<file path="config.mk">
export PLATFORM = sky130hd
export DESIGN_NAME = bufnb_fifo_flat
export DESIGN_NICKNAME = d
export VERILOG_FILES = /design/src/rtl/bufnb_fifo_if.sv /design/src/rtl/bufnb_fifo.sv /design/src/flat_wrapper.sv
export SDC_FILE = /design/constraint.sdc
export NUM_CORES = 1
export LEC_CHECK = 0
export BUFFER_PORTS_ARGS = -buffer_cell sky130_fd_sc_hd__buf_2
export CELL_PAD_IN_SITES_DETAIL_PLACEMENT = 1
export CELL_PAD_IN_SITES_GLOBAL_PLACEMENT = 1
export CORE_ASPECT_RATIO = 0.75
export CORE_MARGIN = 5
export CORE_UTILIZATION = 39
export DETAILED_ROUTE_END_ITERATION = 8
export PLACE_DENSITY_LB_ADDON = 0.15
export SYNTH_ARGS = -nofsm -noshare
export SYNTH_HDL_FRONTEND = slang
export SYNTH_SLANG_ARGS = --single-unit
</file>
<file path="constraint.sdc">
create_clock -name CLK -period 2.45 [get_ports CLK]
set_clock_uncertainty 0.1 [all_clocks]
set_input_delay 0.3675 -clock CLK [delete_from_list [all_inputs] [get_ports CLK]]
set_output_delay 0.3675 -clock CLK [all_outputs]
set_load 0.03 [all_outputs]
</file>
<file path="src/rtl/bufnb_fifo_if.sv">
// Handshake bundle for the bufnb_fifo elastic buffer.
// Producer side: I / I_VLD / I_RDY. Consumer side: O / O_VLD / O_RDY.
// Control and status: FLUSH, CNT, FULL, EMPTY.
interface bufnb_fifo_if #(
  parameter int WIDTH = 8,
  parameter int DEPTH = 4
);
  localparam int AW = $clog2(DEPTH);

  logic [WIDTH-1:0] I;
  logic             I_VLD;
  logic             I_RDY;
  logic [WIDTH-1:0] O;
  logic             O_VLD;
  logic             O_RDY;
  logic             FLUSH;
  logic [AW:0]      CNT;
  logic             FULL;
  logic             EMPTY;

  // Environment view: the producer, the consumer and flush control.
  modport master (
    output I, I_VLD, O_RDY, FLUSH,
    input  I_RDY, O, O_VLD, CNT, FULL, EMPTY
  );

  // Buffer view.
  modport slave (
    input  I, I_VLD, O_RDY, FLUSH,
    output I_RDY, O, O_VLD, CNT, FULL, EMPTY
  );
endinterface

</file>
<file path="src/rtl/bufnb_fifo.sv">
// bufnb_fifo: WIDTH-bit, DEPTH-entry first-word fall-through elastic buffer.
// - Status (I_RDY, O_VLD, FULL, EMPTY) is decoded only from the registered
//   occupancy, so no combinational path runs from O_RDY to I_RDY.
// - A word written at one edge becomes visible on O after that edge; there
//   is no same-cycle bypass when the buffer is empty.
// - FLUSH clears pointers and occupancy at the next edge and overrides any
//   concurrent read or write.
// - The storage array is not reset; only the pointers and count are.
module bufnb_fifo #(
  parameter int WIDTH = 8,
  parameter int DEPTH = 4
) (
  input  logic          CLK,
  input  logic          RST_N,
  bufnb_fifo_if.slave   bus
);
  localparam int AW = $clog2(DEPTH);

  logic [WIDTH-1:0] mem_q [DEPTH];
  logic [AW-1:0]    wr_ptr_q;
  logic [AW-1:0]    wr_ptr_d;
  logic [AW-1:0]    rd_ptr_q;
  logic [AW-1:0]    rd_ptr_d;
  logic [AW:0]      cnt_q;
  logic [AW:0]      cnt_d;
  logic             full_s;
  logic             empty_s;
  logic             wr_en_s;
  logic             rd_en_s;
  logic [WIDTH-1:0] o_s;

  assign full_s  = (cnt_q == (AW+1)'(DEPTH));
  assign empty_s = (cnt_q == {(AW+1){1'b0}});
  assign wr_en_s = bus.I_VLD && !full_s;
  assign rd_en_s = bus.O_RDY && !empty_s;

  assign bus.I_RDY = !full_s;
  assign bus.O_VLD = !empty_s;
  assign bus.FULL  = full_s;
  assign bus.EMPTY = empty_s;
  assign bus.CNT   = cnt_q;
  assign bus.O     = o_s;

  // Head-of-buffer data, forced to zero while nothing is stored.
  always_comb begin
    o_s = {WIDTH{1'b0}};
    if (empty_s) begin
      o_s = {WIDTH{1'b0}};
    end else begin
      o_s = mem_q[rd_ptr_q];
    end
  end

  // Next pointers and occupancy; flush wins over any handshake.
  always_comb begin
    wr_ptr_d = wr_ptr_q;
    rd_ptr_d = rd_ptr_q;
    cnt_d    = cnt_q;
    if (bus.FLUSH) begin
      wr_ptr_d = {AW{1'b0}};
      rd_ptr_d = {AW{1'b0}};
      cnt_d    = {(AW+1){1'b0}};
    end else begin
      if (wr_en_s) begin
        wr_ptr_d = wr_ptr_q + AW'(1);
      end else begin
        wr_ptr_d = wr_ptr_q;
      end
      if (rd_en_s) begin
        rd_ptr_d = rd_ptr_q + AW'(1);
      end else begin
        rd_ptr_d = rd_ptr_q;
      end
      case ({wr_en_s, rd_en_s})
        2'b10:   cnt_d = cnt_q + (AW+1)'(1);
        2'b01:   cnt_d = cnt_q - (AW+1)'(1);
        default: cnt_d = cnt_q;
      endcase
    end
  end

  // Pointer and occupancy state, cleared asynchronously by reset.
  always_ff @(posedge CLK or negedge RST_N) begin
    if (!RST_N) begin
      wr_ptr_q <= {AW{1'b0}};
      rd_ptr_q <= {AW{1'b0}};
      cnt_q    <= {(AW+1){1'b0}};
    end else begin
      wr_ptr_q <= wr_ptr_d;
      rd_ptr_q <= rd_ptr_d;
      cnt_q    <= cnt_d;
    end
  end

  // Storage write; no transfer lands while flushing or held in reset.
  always_ff @(posedge CLK) begin
    if (wr_en_s && !bus.FLUSH && RST_N) begin
      mem_q[wr_ptr_q] <= bus.I;
    end
  end
endmodule

</file>
<file path="src/flat_wrapper.sv">
// flat-port wrapper written by rule: the top's interface ports become plain ports
module bufnb_fifo_flat 
#(
  parameter int WIDTH = 8,
  parameter int DEPTH = 4
)
  (CLK, RST_N, bus_I, bus_I_VLD, bus_O_RDY, bus_FLUSH, bus_I_RDY, bus_O, bus_O_VLD, bus_CNT, bus_FULL, bus_EMPTY);
  bufnb_fifo_if #(.WIDTH(WIDTH), .DEPTH(DEPTH)) bus_i ();
  input  logic CLK;
  input  logic RST_N;
  input wire logic [$bits(bus_i.I)-1:0] bus_I;
  input wire logic [$bits(bus_i.I_VLD)-1:0] bus_I_VLD;
  input wire logic [$bits(bus_i.O_RDY)-1:0] bus_O_RDY;
  input wire logic [$bits(bus_i.FLUSH)-1:0] bus_FLUSH;
  output wire logic [$bits(bus_i.I_RDY)-1:0] bus_I_RDY;
  output wire logic [$bits(bus_i.O)-1:0] bus_O;
  output wire logic [$bits(bus_i.O_VLD)-1:0] bus_O_VLD;
  output wire logic [$bits(bus_i.CNT)-1:0] bus_CNT;
  output wire logic [$bits(bus_i.FULL)-1:0] bus_FULL;
  output wire logic [$bits(bus_i.EMPTY)-1:0] bus_EMPTY;
  assign bus_i.I = bus_I;
  assign bus_i.I_VLD = bus_I_VLD;
  assign bus_i.O_RDY = bus_O_RDY;
  assign bus_i.FLUSH = bus_FLUSH;
  assign bus_I_RDY = bus_i.I_RDY;
  assign bus_O = bus_i.O;
  assign bus_O_VLD = bus_i.O_VLD;
  assign bus_CNT = bus_i.CNT;
  assign bus_FULL = bus_i.FULL;
  assign bus_EMPTY = bus_i.EMPTY;
  bufnb_fifo #(.WIDTH(WIDTH), .DEPTH(DEPTH)) u_core (.CLK(CLK), .RST_N(RST_N), .bus(bus_i));
endmodule
</file>
======== Word level (Yosys, flattened, before mapping) ========
Memory sizes are Yosys's and may differ from the RTL's.
Cells that the tools add are included.
storage, ports and cells
  flip-flop bits (word level) ............. 7
  memory bits (writable) .................. 32
  bits of input ports ..................... 13
  memories ................................ 1
  word-level logic and storage cells ...... 31
cells by class
  multiplexer cells ....................... 9
  eq/ne operators ......................... 3
  reduce and logical (&&, ||, !) cells .... 11
  add/subtract/negate cells ............... 4
memories
  memory        depth  bits a word  rd ports  clocked after memory_dff  wr ports  RTL line          source
  u_core.mem_q  4      8            1         0                         1         bufnb_fifo.sv:19  logic [WIDTH-1:0] mem_q [DEPTH];
operators with widths
  operator               number
  $mux W2                4
  $mux W8                1
  $pmux W3 S2            1
  $add A2 B1 Y2 const B  2
  $logic_and A1 B1 Y1    4
  $reduce_bool A2 Y1     2
  $add A3 B1 Y3 const B  1
  $eq A3 B3 Y1 const B   1
  $logic_not A1 Y1       3
  $logic_not A3 Y1       1
  $mux W3                1
  $reduce_bool A3 Y1     1
  $sub A3 B1 Y3 const B  1
  $eq A2 B1 Y1 const B   1
  $eq A2 B2 Y1 const B   1
  $mux W1                2

======== Longest topological paths before layout ========
Gate-level depths: netlist (run 1).
  word-level depth ........................ 7
  depth in mapped cells ................... 8
  depth with buffers taken out ............ 7

======== Worst setup path after synthesis (run 1) ========
OpenSTA, ideal clock, no wires.
  path type ............................... register to register
  start ................................... register u_core.cnt_q[0], in the netlist u_core.bus.CNT[0]
  end ..................................... register u_core.cnt_q[1], in the netlist u_core.bus.CNT[1]
  path buffers ............................ 1
  data arrival time ....................... 2.086 ns
  stages on the path, launching flop included .. 9
  data required time ...................... 2.227 ns
  path slack .............................. 0.141 ns
  library setup time ...................... 0.123 ns
  path through ............................ dfrtp_1 or3_4 buf_6 nand2_2 a21oi_1 fa_1 inv_1 a21oi_1 o221a_2
on the way
  word-level cells in the longest chain between the ends .. 6
  elaborated cells between the ends (all ways) .. 13
RTL lines
  item                                          RTL line            source
  start, declared                               bufnb_fifo.sv:24    logic [AW:0] cnt_q;
  start signal, assigned                        bufnb_fifo.sv:87    cnt_q <= {(AW+1){1'b0}};
  start signal, assigned                        bufnb_fifo.sv:91    cnt_q <= cnt_d;
  $logic_not A3 Y1 (*)                          bufnb_fifo.sv:33    assign empty_s = (cnt_q == {(AW+1){1'b0}});
  $logic_not A1 Y1 (*)                          n/a
  named net bus_O_VLD                           flat_wrapper.sv:17  output wire logic [$bits(bus_i.O_VLD)-1:0] bus_O_VLD;
  $logic_and A1 B1 Y1 (*)                       bufnb_fifo.sv:35    assign rd_en_s = bus.O_RDY && !empty_s;
  $eq A2 B1 Y1 or $eq A2 B2 Y1 (tied branches)  bufnb_fifo.sv:74    case ({wr_en_s, rd_en_s})
  $pmux W3 S2                                   bufnb_fifo.sv:74
  $mux W3                                       bufnb_fifo.sv:59    if (bus.FLUSH) begin
The timed path passes the listed nets; every way through them passes the cells marked *.
A chain may end at the register's enable or synchronous reset.

======== Final worst setup path (run 1) ========
  start ................................... register u_core.cnt_q[2], in the netlist u_core.bus.CNT[2]
  end ..................................... register u_core.cnt_q[1], in the netlist u_core.bus.CNT[1]
on the way
  word-level cells in the longest chain between the ends .. 6
  elaborated cells between the ends (all ways) .. 11
RTL lines
  item                                              RTL line
  $eq A3 B3 Y1 or $logic_not A3 Y1 (tied branches)  bufnb_fifo.sv:32, bufnb_fifo.sv:33
  $logic_not A1 Y1 (on tied branches)               bufnb_fifo.sv:34, bufnb_fifo.sv:35
  $logic_and A1 B1 Y1 (on tied branches)            bufnb_fifo.sv:34, bufnb_fifo.sv:35
  $eq A2 B1 Y1 or $eq A2 B2 Y1 (tied branches)      bufnb_fifo.sv:74
  $pmux W3 S2                                       bufnb_fifo.sv:74
  $mux W3                                           bufnb_fifo.sv:59
Parallel ways exist; a longest one is shown, timed or not.

==> metrics.md, run 1 <==
| Metric | Value |
|---|---|
| Tcrit/Tclk final | roughly nine tenths |
| H-tree depth reported by CTS | 2 |
| Top-level port count | 28 |
| CP Data Arrival Time | 2.29 ns |
| Slowest stage cell, crit path | sky130_fd_sc_hd__or3_4 |
| Hold path startpoint | bus_I[4] |
| Warnings, synthesis | 0 |
| Number of resized instances in the post-cts repair step | 0 |
| Synth area leader | sky130_fd_sc_hd__edfxtp_1 |
| TritonCTS clock tree | done |
| Xor/xnor cell area share of the yosys netlist | under 10% |
| Post-route ant nets | 0 |
| Die extent in x | 88.2 µm |
| Worst-path cell chain | or3_4 -> nand2_2 -> a21oi_1 -> fa_1 -> inv_1 -> a21oi_1 -> o221a_2 |
| R2r startpoint | u_core.bus.CNT[2]$_DFFE_PN0P_ |
| RSZ-0062 raised after global routing | false |
| Combinational family with the most area after synthesis | simple AND/OR/NAND/NOR gates |
| Most area-consuming cells after synthesis | sky130_fd_sc_hd__edfxtp_1 (54%), sky130_fd_sc_hd__mux4_2 (10%), sky130_fd_sc_hd__dfrtp_1 (9.8%) |
| Final non-filler cell total | 209 |
| Die footprint | 0.00606 mm² |
| Net Switching | 0.586 mW |
| Worst slew margin relative to its limit | 67.1% |
| Deepest clock path buffer count | 2 |
| Global-route total usage across every layer | 14.1% |
| Via-to-Cell Ratio | 5.11 |
| Number of cells on the worst hold path | 1 |
| Distinct cell type count after synthesis | 34 |
| Post-synth EDFFs | 32 |
| Drt initial violations | between 80 and 90 |
| Number of cells traversed by the worst register-to-register path | 7 |
| Wirelength, routed | 3.78 mm |
| Via count of the first global-routing pass | 1170 |
| Number of max-cap violations | 0 |
| Synthesized area per cell | approximately 15 µm² |
| Sink of the worst hold path | u_core.mem_q[2][4]$_DFFE_PP_ |
| Row count | 21 |
| Setup TNS after final layout | 0 ns |
| Least-Margin Pin Slew | between 0.4 and 0.5 ns |
| Power share of the clock group | 29.0% |
| Fraction of registers with async set or reset after synthesis | around 18% |
| Initial standard-cell utilization of the core | between 40% and 50% |
| Net count, final | between 150 and 200 |
| Leading cell type in the layout, fill and taps excluded | sky130_fd_sc_hd__edfxtp_1 |
| Antenna cell count | 0 |
| Adder-cell share of the synthesized area | 3.92% |
| Number of input and output port buffers inserted | 27 |
| Synthesis-to-layout area growth | 18.0% |
| GR Overflow Total | 0 |
| Total placed cells including tap cells | 200 |
| Most used flip-flop cell after synthesis | sky130_fd_sc_hd__edfxtp_1 |
| Pins over their slew limit | 0 |
| Highest clock frequency the design can meet | between 0.4 and 0.5 GHz |
| Net Sw Frac | 31.9% |
| Class of the most critical hold timing path | in -> reg |
| Reg2reg end | u_core.bus.CNT[1]$_DFFE_PN0P_ |
| Pin count of the biggest net entering global routing | 15 |
| Post-layout worst setup margin | 0.244 ns |
| Status | finished clean |
| Commonest cells after routing, fill and taps aside | sky130_fd_sc_hd__edfxtp_1 (32), sky130_fd_sc_hd__buf_2 (27), sky130_fd_sc_hd__and2_1 (12) |
| Fin util | 47.5% |
| Clock latency at the later pin of the worst-skew pair | slightly below 0.3 ns |
| Portion of synthesized cell area occupied by the leading cell type | a little over half |
| Final hold violation count | 0 |
| Post-Place Cell Area | 0.00199 mm² |
| Biggest cell delay along the critical path | 0.50 ns |
| Worst Setup End Kind | flip-flop |
| Reg-to-reg slack, setup | approximately 0.24 ns |
| Synthesized Nets | 136 |
| Power density over the cells | 872 mW/mm² |
| Share of final-layout standard cells stronger than drive strength 1 | 35.5% |
| Multiplexer area fraction after synthesis | 10.1% |
| Wire per inst | 18.1 µm |
| Hold Buf Count CTS | 1 |
| Dominant cell type by count on the critical path | sky130_fd_sc_hd__a21oi_1 |
| Detailed-placement wirelength estimate | between 2 and 3 mm |
| Setup violation total in the final timing report | 0 |
| Die Ht | 68.7 µm |
| Final Wtd Congestion | 0.751 |
| Max rail drop VDD | between 400 and 500 µV |
| Root buf cell | sky130_fd_sc_hd__clkbuf_8 |
| Clock tree sinks | 39 |
| Overall power consumption | between 1.5 and 2 mW |
| Num CTS Buffers | 5 |
| Initial antenna violation count | 0 |
| Post-route standard cell area excluding fillers | 0.00211 mm² |
| Standard cell core area | 0.00444 mm² |
| First-pass GRT wire length | just over 6 mm |
| Clock slew at reported path FFs | 0.08 ns |
| Combined area of all synthesized cells | 0.00179 mm² |
| Share of total power in combinational logic | 28.9% |
| Final critical-path required period | 2.21 ns |
| Critical path type | reg -> reg |
| Hold_ws | 0.193 ns |
| Total DRC errors in the routed layout | 0 |
| Post-CTS repair timing setup buffer count | 0 |
| Post-synthesis register bit count | 39 |
| Simple-gate share of the synthesized area | between 10% and 20% |
| Data required time at the worst endpoint | 2.54 ns |
| Number of cells produced by synthesis | about 120 |
| Top fanout value on the critical path | 12 |
| Crit path launch type | flip-flop |
| Detailed Routing Iterations Pass 1 | 4 |
| Portion of total power attributed to sequential cells | between 40% and 50% |
| Setup WS pre-CTS | 0.246 ns |
| Cell-internal power | 1.25 mW |
| Sequential element share of the synthesized area | 63.5% |
| Leakage component of the power | 0.817 nW |
| Via count | 1069 |
| Synthesized-area fraction occupied by ao, oa, aoi and oai cells | between 4 and 5% |
[how the worst max path moves through the flow]
stage	from	to	slack, ns	cells past startpoint
CTS	u_core.bus.CNT[2]$_DFFE_PN0P_	u_core.bus.CNT[1]$_DFFE_PN0P_	0.23	7
floorplan	u_core.bus.CNT[0]$_DFFE_PN0P_	u_core.bus.CNT[1]$_DFFE_PN0P_	0.14	8
global route	u_core.bus.CNT[2]$_DFFE_PN0P_	u_core.bus.CNT[1]$_DFFE_PN0P_	0.13	7
finish	u_core.bus.CNT[2]$_DFFE_PN0P_	u_core.bus.CNT[1]$_DFFE_PN0P_	0.24	7
detailed placement	u_core.bus.CNT[2]$_DFFE_PN0P_	u_core.bus.CNT[1]$_DFFE_PN0P_	0.25	7
global placement	u_core.bus.CNT[2]$_DFFE_PN0P_	u_core.bus.CNT[1]$_DFFE_PN0P_	0.30	7
[worst max-delay path, delay by kind of cell, from the launching register on]
kind | cells | cell delay, ns
simple gates | 2 | 0.61
buf+inv | 1 | 0.07
compound gates | 3 | 0.37
flops | 1 | 0.48
fa+ha+maj | 1 | 0.46
[logic make-up after synthesis]
family,Yosys count
xor gates and xnor gates,4
adders and majority gates,5
AOI/OAI and AO/OA,13
DFF,39
buffers and inverters,13
and+or+nand+nor,36
muxes,8
[synth_stat cells, drive strengths merged, types with 2 or more instances]
library cell  number
a21oi              7
nor2               7
nand2              5
edfxtp            32
and2              12
xor2               3
ha                 4
o21ai              2
inv                7
dfrtp              7
buf                6
mux4               8
or3b               2
nand3              3
[layer usage]
layer | share of wire, % | global-route usage [%]
met1 | 45 | 17.3
met2 | 50 | 24.8
met3 | 4.4 | 3.68
met4 | 0.98 | 3.77
met5 | 0 | 0
[registers in the layout (all words and copies together) (netlist names)]
| name | count |
|---|---|
| u_core.wr_ptr_q | 2 |
| u_core.rd_ptr_q | 2 |
| u_core.bus.CNT | 3 |
| u_core.mem_q | 32 |
[power by group through the flow]
stage / Clock, mW / Combinational, mW / Sequential, mW
2_1_floorplan: 0 / 0.369 / 0.808
3_3_place_gp: 0 / 0.526 / 0.787
3_5_place_dp: 0 / 0.540 / 0.791
4_1_cts: 0.545 / 0.543 / 0.776
5_1_grt: 0.585 / 0.580 / 0.781
6_report: 0.534 / 0.531 / 0.775
[layout make-up]
type | instances | area [µm²]
fill | 455 | 2330
sequential | 39 | 1140
multi-input combinational | 66 | 589
timing repair buffer | 32 | 175
tap | 57 | 71.3
clock buffer | 5 | 68.8
clock inverter | 3 | 43.8
inverter | 7 | 26.3
(Power assumes the default switching activity.)
==> run 2: changes to the inputs <==
--- a/config.mk
+++ b/config.mk
@@ -13,6 +13,7 @@
 export CORE_UTILIZATION = 39
 export DETAILED_ROUTE_END_ITERATION = 8
 export PLACE_DENSITY_LB_ADDON = 0.15
+export REMOVE_ABC_BUFFERS = 1
 export SYNTH_ARGS = -nofsm -noshare
 export SYNTH_HDL_FRONTEND = slang
 export SYNTH_SLANG_ARGS = --single-unit
==> constraint.sdc (replaced) <==
create_clock -name CLK -period 2 [get_ports CLK]
set_clock_uncertainty 0.1 [all_clocks]
set_input_delay 0.3 -clock CLK [delete_from_list [all_inputs] [get_ports CLK]]
set_output_delay 0.3 -clock CLK [all_outputs]
set_load 0.03 [all_outputs]
==> metrics.md, run 2 (same netlist as run 1, synthesis figures left out) <==
| Metric | Value |
|---|---|
| Dominant cell type by count on the critical path | sky130_fd_sc_hd__buf_6 |
| Failing checks | setup timing |
| Deepest clock path buffer count | 2 |
| Setup WS pre-CTS | -0.0168 ns |
| Row count | 21 |
| Initial antenna violation count | 0 |
| Data required time at the worst endpoint | 1.60 ns |
| Detailed Routing Iterations Pass 1 | 4 |
| Largest register by flop count | u_core.mem_q |
| Class of the most critical hold timing path | in -> reg |
| Commonest cells after routing, fill and taps aside | sky130_fd_sc_hd__edfxtp_1 (32), sky130_fd_sc_hd__buf_2 (17), sky130_fd_sc_hd__buf_4 (13) |
| Top-level port count | 28 |
| Number of cells on the worst hold path | 1 |
| Highest clock frequency the design can meet | 0.494 GHz |
| Hold path startpoint | bus_I[7] |
| Post-route ant nets | 0 |
| Worst Setup End Kind | output pin |
| Root buf cell | sky130_fd_sc_hd__clkbuf_8 |
| Antenna cell count | 0 |
| Final hold violation count | 0 |
| Tcrit/Tclk final | 101% |
| Post-route standard cell area excluding fillers | 0.00234 mm² |
| Biggest cell delay along the critical path | 0.51 ns |
| Clock latency at the later pin of the worst-skew pair | 0.29 ns |
| Number of max-cap violations | 0 |
| Portion of total power attributed to sequential cells | 40.3% |
| CP Data Arrival Time | 1.62 ns |
| Slowest stage cell, crit path | sky130_fd_sc_hd__mux4_2 |
| Post-layout worst setup margin | -0.0226 ns |
| Final critical-path required period | 2.02 ns |
| Pins over their slew limit | 0 |
| Final Wtd Congestion | 0.858 |
| Detailed-placement wirelength estimate | 2.90 mm |
| Via-to-Cell Ratio | 4.99 |
| Fin util | 52.6% |
| Pin count of the biggest net entering global routing | 15 |
| Net Sw Frac | about 32% |
| Net Switching | 0.754 mW |
| Max rail drop VDD | about 430 µV |
| Share of final-layout standard cells stronger than drive strength 1 | 48.2% |
| Least-Margin Pin Slew | between 0.3 and 0.4 ns |
| Drt initial violations | 40 |
| Top fanout value on the critical path | 6 |
| Setup violation total in the final timing report | 5 |
| Crit path launch type | flip-flop |
| Clock slew at reported path FFs | 0.08 ns |
| Power share of the clock group | 21.7% |
| Num CTS Buffers | 5 |
| Wirelength, routed | 3.99 mm |
| Total DRC errors in the routed layout | 0 |
| Global-route total usage across every layer | 15.0% |
| Standard cell core area | 0.00444 mm² |
| Number of input and output port buffers inserted | 27 |
| Net count, final | 183 |
| Leading cell type in the layout, fill and taps excluded | sky130_fd_sc_hd__edfxtp_1 |
| R2r startpoint | u_core.bus.CNT[1]$_DFFE_PN0P_ |
| Sink of the worst hold path | u_core.mem_q[2][7]$_DFFE_PP_ |
| RSZ-0062 raised after global routing | true |
| First-pass GRT wire length | 6.29 mm |
| Power density over the cells | 1000 mW/mm² |
| Share of total power in combinational logic | 38.0% |
| Die extent in x | 88.2 µm |
| GR Overflow Total | 0 |
| Die footprint | 0.00606 mm² |
| TritonCTS clock tree | done |
| Die Ht | 68.7 µm |
| Worst-path cell chain | buf_6 -> mux4_2 -> and2_4 -> buf_6 |
| Largest register FFs | 32 |
| H-tree depth reported by CTS | 2 |
| Leakage component of the power | 0.915 nW |
| Crit path max-delay family | multiplexers |
| Status | complete, but fails checks |
| Setup TNS after final layout | -0.0501 ns |
| Reg2reg end | u_core.bus.CNT[1]$_DFFE_PN0P_ |
| Clock tree sinks | 39 |
| Number of cells traversed by the worst register-to-register path | 7 |
| Number of buffer and inverter instances along the worst setup path | 2 |
| Via count | 1112 |
| Post-Place Cell Area | 0.00213 mm² |
| Reg-to-reg slack, setup | approximately 0.020 ns |
| Hold_ws | 0.122 ns |
| Via count of the first global-routing pass | around 1.2k |
| Initial standard-cell utilization of the core | 40.3% |
| Synthesis-to-layout area growth | 30.6% |
| Critical path type | reg -> out |
| Worst slew margin relative to its limit | 76.4% |
| Wire per inst | about 18 µm |
| Cell-internal power | 1.58 mW |
## run 2: routing by layer
| layer | routed length, µm | global-route usage [%] | part of all wire [%] | vias up |
|---|---|---|---|---|
| li1 | - | - | - | 525 |
| met2 | 2020 | 25.6 | 51 | 18 |
| met1 | 1770 | 17.8 | 44 | 565 |
| met4 | 40 | 5.66 | 1.0 | 0 |
| met5 | 0 | 0 | 0 | - |
| met3 | 163 | 5.23 | 4.1 | 4 |
## run 2: final cells by class
type | instances | area [µm²]
clock buffers | 7 | 76.3
clock inverters | 1 | 5.00
fillers | 446 | 2100
inverters | 7 | 26.3
multi-input cells | 66 | 624
flip-flops and latches | 39 | 1140
well taps | 57 | 71.3
repair buffers | 46 | 397
## run 2: how the worst max path moves through the flow
stage / from / to / slack [ns] / cells past startpoint
after floorplan: u_core.bus.CNT[0]$_DFFE_PN0P_ / u_core.bus.CNT[1]$_DFFE_PN0P_ / -0.27 / 7
after global placement: u_core.bus.CNT[2]$_DFFE_PN0P_ / u_core.bus.CNT[1]$_DFFE_PN0P_ / 0.08 / 7
after detailed placement: u_core.bus.CNT[2]$_DFFE_PN0P_ / u_core.bus.CNT[1]$_DFFE_PN0P_ / -0.02 / 7
after CTS: u_core.rd_ptr_q[0]$_DFFE_PN0P_ / bus_O[2] / -0.03 / 4
after global routing: u_core.rd_ptr_q[0]$_DFFE_PN0P_ / bus_O[0] / -0.07 / 4
final: u_core.rd_ptr_q[0]$_DFFE_PN0P_ / bus_O[0] / -0.02 / 4
## run 2: per-stage QoR
step | total power, mW | cells
6_report | 2.34 | 223
5_1_grt | 2.46 | 223
4_1_cts | 2.31 | 222
3_5_place_dp | 1.69 | 212
3_3_place_gp | 1.67 | 212
2_1_floorplan | 1.41 | 112
## run 2: worst reg2reg max path, cell delays in order, from the launching register on
cell	delay, ns
sky130_fd_sc_hd__dfrtp_2	0.44
sky130_fd_sc_hd__or3_4	0.36
sky130_fd_sc_hd__nand2_4	0.07
sky130_fd_sc_hd__a21oi_2	0.04
sky130_fd_sc_hd__fa_1	0.48
sky130_fd_sc_hd__inv_2	0.08
sky130_fd_sc_hd__a21oi_2	0.05
sky130_fd_sc_hd__o221a_2	0.26
## run 2: power by group through the flow
stage                     Sequential (mW)  Combinational, mW  Clock, mW
after floorplan                      1.01              0.397          0
after global placement              0.954              0.713          0
after detailed placement            0.957              0.736          0
after CTS                           0.940              0.845      0.524
after global routing                0.948              0.954      0.563
final                               0.942              0.887      0.507
## run 2: timing repair
item / 4_1_cts / 5_1_grt
pin swaps: 6 / 5
resized for setup: 23 / 15
setup endpoints to repair: 10 / 12
setup buffers: 1 / 1
hold buffers: 1 / 0
hold endpoints to repair: 7 / 0
==> run 3: changes to the inputs <==
--- a/config.mk
+++ b/config.mk
@@ -12,7 +12,7 @@
 export CORE_MARGIN = 5
 export CORE_UTILIZATION = 39
 export DETAILED_ROUTE_END_ITERATION = 8
-export PLACE_DENSITY_LB_ADDON = 0.15
+export PLACE_DENSITY_LB_ADDON = 0.1
 export REMOVE_ABC_BUFFERS = 1
 export SYNTH_ARGS = -nofsm -noshare
 export SYNTH_HDL_FRONTEND = slang
==> metrics.md, run 3 (same netlist as run 1, synthesis figures left out) <==
| Metric | Value |
|---|---|
| Status | complete, but fails checks |
| Fin util | approximately 55% |
| Standard cell core area | 0.00444 mm² |
| Clock latency at the later pin of the worst-skew pair | 0.29 ns |
| Critical path type | reg -> out |
| Row count | 21 |
| Class of the most critical hold timing path | in -> reg |
| Crit path launch type | flip-flop |
| Via count | 1092 |
| Worst slew margin relative to its limit | 71.4% |
| Pins over their slew limit | 0 |
| Failing checks | setup timing |
| Clock tree sinks | 39 |
| Data required time at the worst endpoint | 1.60 ns |
| Setup WS pre-CTS | -0.0296 ns |
| Synthesis-to-layout area growth | 35.3% |
| Pin count of the biggest net entering global routing | 15 |
| Net Sw Frac | 28.8% |
| Drt initial violations | 52 |
| Via-to-Cell Ratio | 4.90 |
| Global-route total usage across every layer | ~14% |
| Die Ht | between 60 and 70 µm |
| Setup violation total in the final timing report | 8 |
| Power density over the cells | 1080 mW/mm² |
| Root buf cell | sky130_fd_sc_hd__clkbuf_8 |
| Max rail drop VDD | 531 µV |
| Top fanout value on the critical path | 4 |
| H-tree depth reported by CTS | 2 |
| Commonest cells after routing, fill and taps aside | sky130_fd_sc_hd__edfxtp_1 (32), sky130_fd_sc_hd__buf_2 (17), sky130_fd_sc_hd__buf_4 (12) |
| Post-Place Cell Area | 0.00213 mm² |
| Final Wtd Congestion | 0.805 |
| Cell-internal power | 1.86 mW |
| Number of input and output port buffers inserted | 27 |
| First-pass GRT wire length | 6.09 mm |
| TritonCTS clock tree | done |
| Tcrit/Tclk final | 101% |
| Post-route ant nets | 0 |
| Global routing usage on met2 | 22.4% |
| Share of final-layout standard cells stronger than drive strength 1 | between 40% and 50% |
| Wire per inst | 16.8 µm |
| Highest clock frequency the design can meet | 0.493 GHz |
| Total DRC errors in the routed layout | 0 |
| Post-route standard cell area excluding fillers | 0.00242 mm² |
| Top-level port count | 28 |
| Num CTS Buffers | 5 |
| Final critical-path required period | 2.03 ns |
| Power share of the clock group | between 20 and 30% |
| Leakage component of the power | ~0.95 nW |
| Net count, final | 183 |
| Number of max-cap violations | 0 |
| Die extent in x | 88.2 µm |
| Reg-to-reg slack, setup | 0.02 ns |
| Wirelength, routed | 3.74 mm |
| Detailed Routing Iterations Pass 1 | 4 |
| Net Switching | 0.753 mW |
| Worst Setup End Kind | output pin |
| Fraction of met3 tracks used by global routing | 3.21% |
| RSZ-0062 raised after global routing | true |
| Least-Margin Pin Slew | around 0.42 ns |
| Die footprint | between 0.006 and 0.007 mm² |
| Clock slew at reported path FFs | 0.08 ns |
| Post-layout worst setup margin | -0.0271 ns |
| Final hold violation count | 0 |
| Antenna cell count | 0 |
| Largest register by flop count | u_core.mem_q |
| Overall power consumption | 2.61 mW |
| Initial antenna violation count | 0 |
| Leading cell type in the layout, fill and taps excluded | sky130_fd_sc_hd__edfxtp_1 |
| CP Data Arrival Time | 1.63 ns |
| Initial standard-cell utilization of the core | 40.3% |
| Share of total power in combinational logic | approximately a third |
| Hold_ws | 0.126 ns |
| Most heavily used metal layer in global routing | met2 |
| Deepest clock path buffer count | 2 |
| Largest register FFs | 32 |
| Via count of the first global-routing pass | 1144 |
| Met1 track demand over resource | 19.1% |
| Detailed-placement wirelength estimate | roughly 2.7 mm |
| Portion of total power attributed to sequential cells | 36.3% |
| GR Overflow Total | 0 |
## run 3: final timing paths
kind | from | to | cells after the start
max reg2reg | u_core.bus.CNT[2]$_DFFE_PN0P_ | u_core.bus.CNT[1]$_DFFE_PN0P_ | 7
max | u_core.rd_ptr_q[0]$_DFFE_PN0P_ | bus_O[2] | 4
min | bus_I[1] | u_core.mem_q[1][1]$_DFFE_PP_ | 1
min reg2reg | u_core.wr_ptr_q[1]$_DFFE_PN0P_ | u_core.wr_ptr_q[1]$_DFFE_PN0P_ | 2
max in group asynchronous | RST_N | u_core.rd_ptr_q[0]$_DFFE_PN0P_ | 3
min in group asynchronous | RST_N | u_core.bus.CNT[1]$_DFFE_PN0P_ | 3
## run 3: power by group through the flow
| stage | Clock (mW) | Combinational [mW] | Sequential [mW] |
|---|---|---|---|
| 4_1_cts | 0.780 | 0.879 | 0.951 |
| 6_report | 0.763 | 0.902 | 0.948 |
| 3_5_place_dp | 0 | 0.733 | 0.961 |
| 2_1_floorplan | 0 | 0.397 | 1.01 |
| 5_1_grt | 0.826 | 0.975 | 0.953 |
| 3_3_place_gp | 0 | 0.718 | 0.957 |
## run 3: through the flow
step                instances  setup TNS, ns
global route              223         -0.676
CTS                       223         -0.430
detailed placement        211        -0.0296
global placement          211              0
floorplan                 112         -0.350
finish                    223         -0.120
## run 3: worst max-delay path, stage by stage, from the launching register on
cell and delay (ns):
sky130_fd_sc_hd__dfrtp_2 0.42, sky130_fd_sc_hd__clkbuf_16 0.16, sky130_fd_sc_hd__mux4_2 0.48, sky130_fd_sc_hd__and2_4 0.15, sky130_fd_sc_hd__buf_6 0.13
## run 3: layer usage
layer | wire length (µm) | up-vias | part of all wire [%]
met5 | 0 | - | 0
met4 | 38 | 0 | 1.0
met3 | 148 | 4 | 4.0
met2 | 1790 | 17 | 48
met1 | 1760 | 549 | 47
li1 | - | 522 | -
## run 3: layout make-up
type / count / area (µm²)
Sequential cell: 39 / 1140
Inverter: 7 / 26.3
Timing Repair Buffer: 46 / 423
Clock inverter: 2 / 60.1
Clock buffer: 6 / 72.6
Tap cell: 57 / 71.3
Multi-Input combinational cell: 66 / 629
Fill cell: 434 / 2020
## run 3: what timing repair did
item,4_1_cts,5_1_grt
endpoints found under the setup margin,9,11
buffers inserted,2,0
cloned,1,0
pin swaps,7,5
hold endpoints to repair,7,0
resized for setup,27,12
hold buffers,1,0
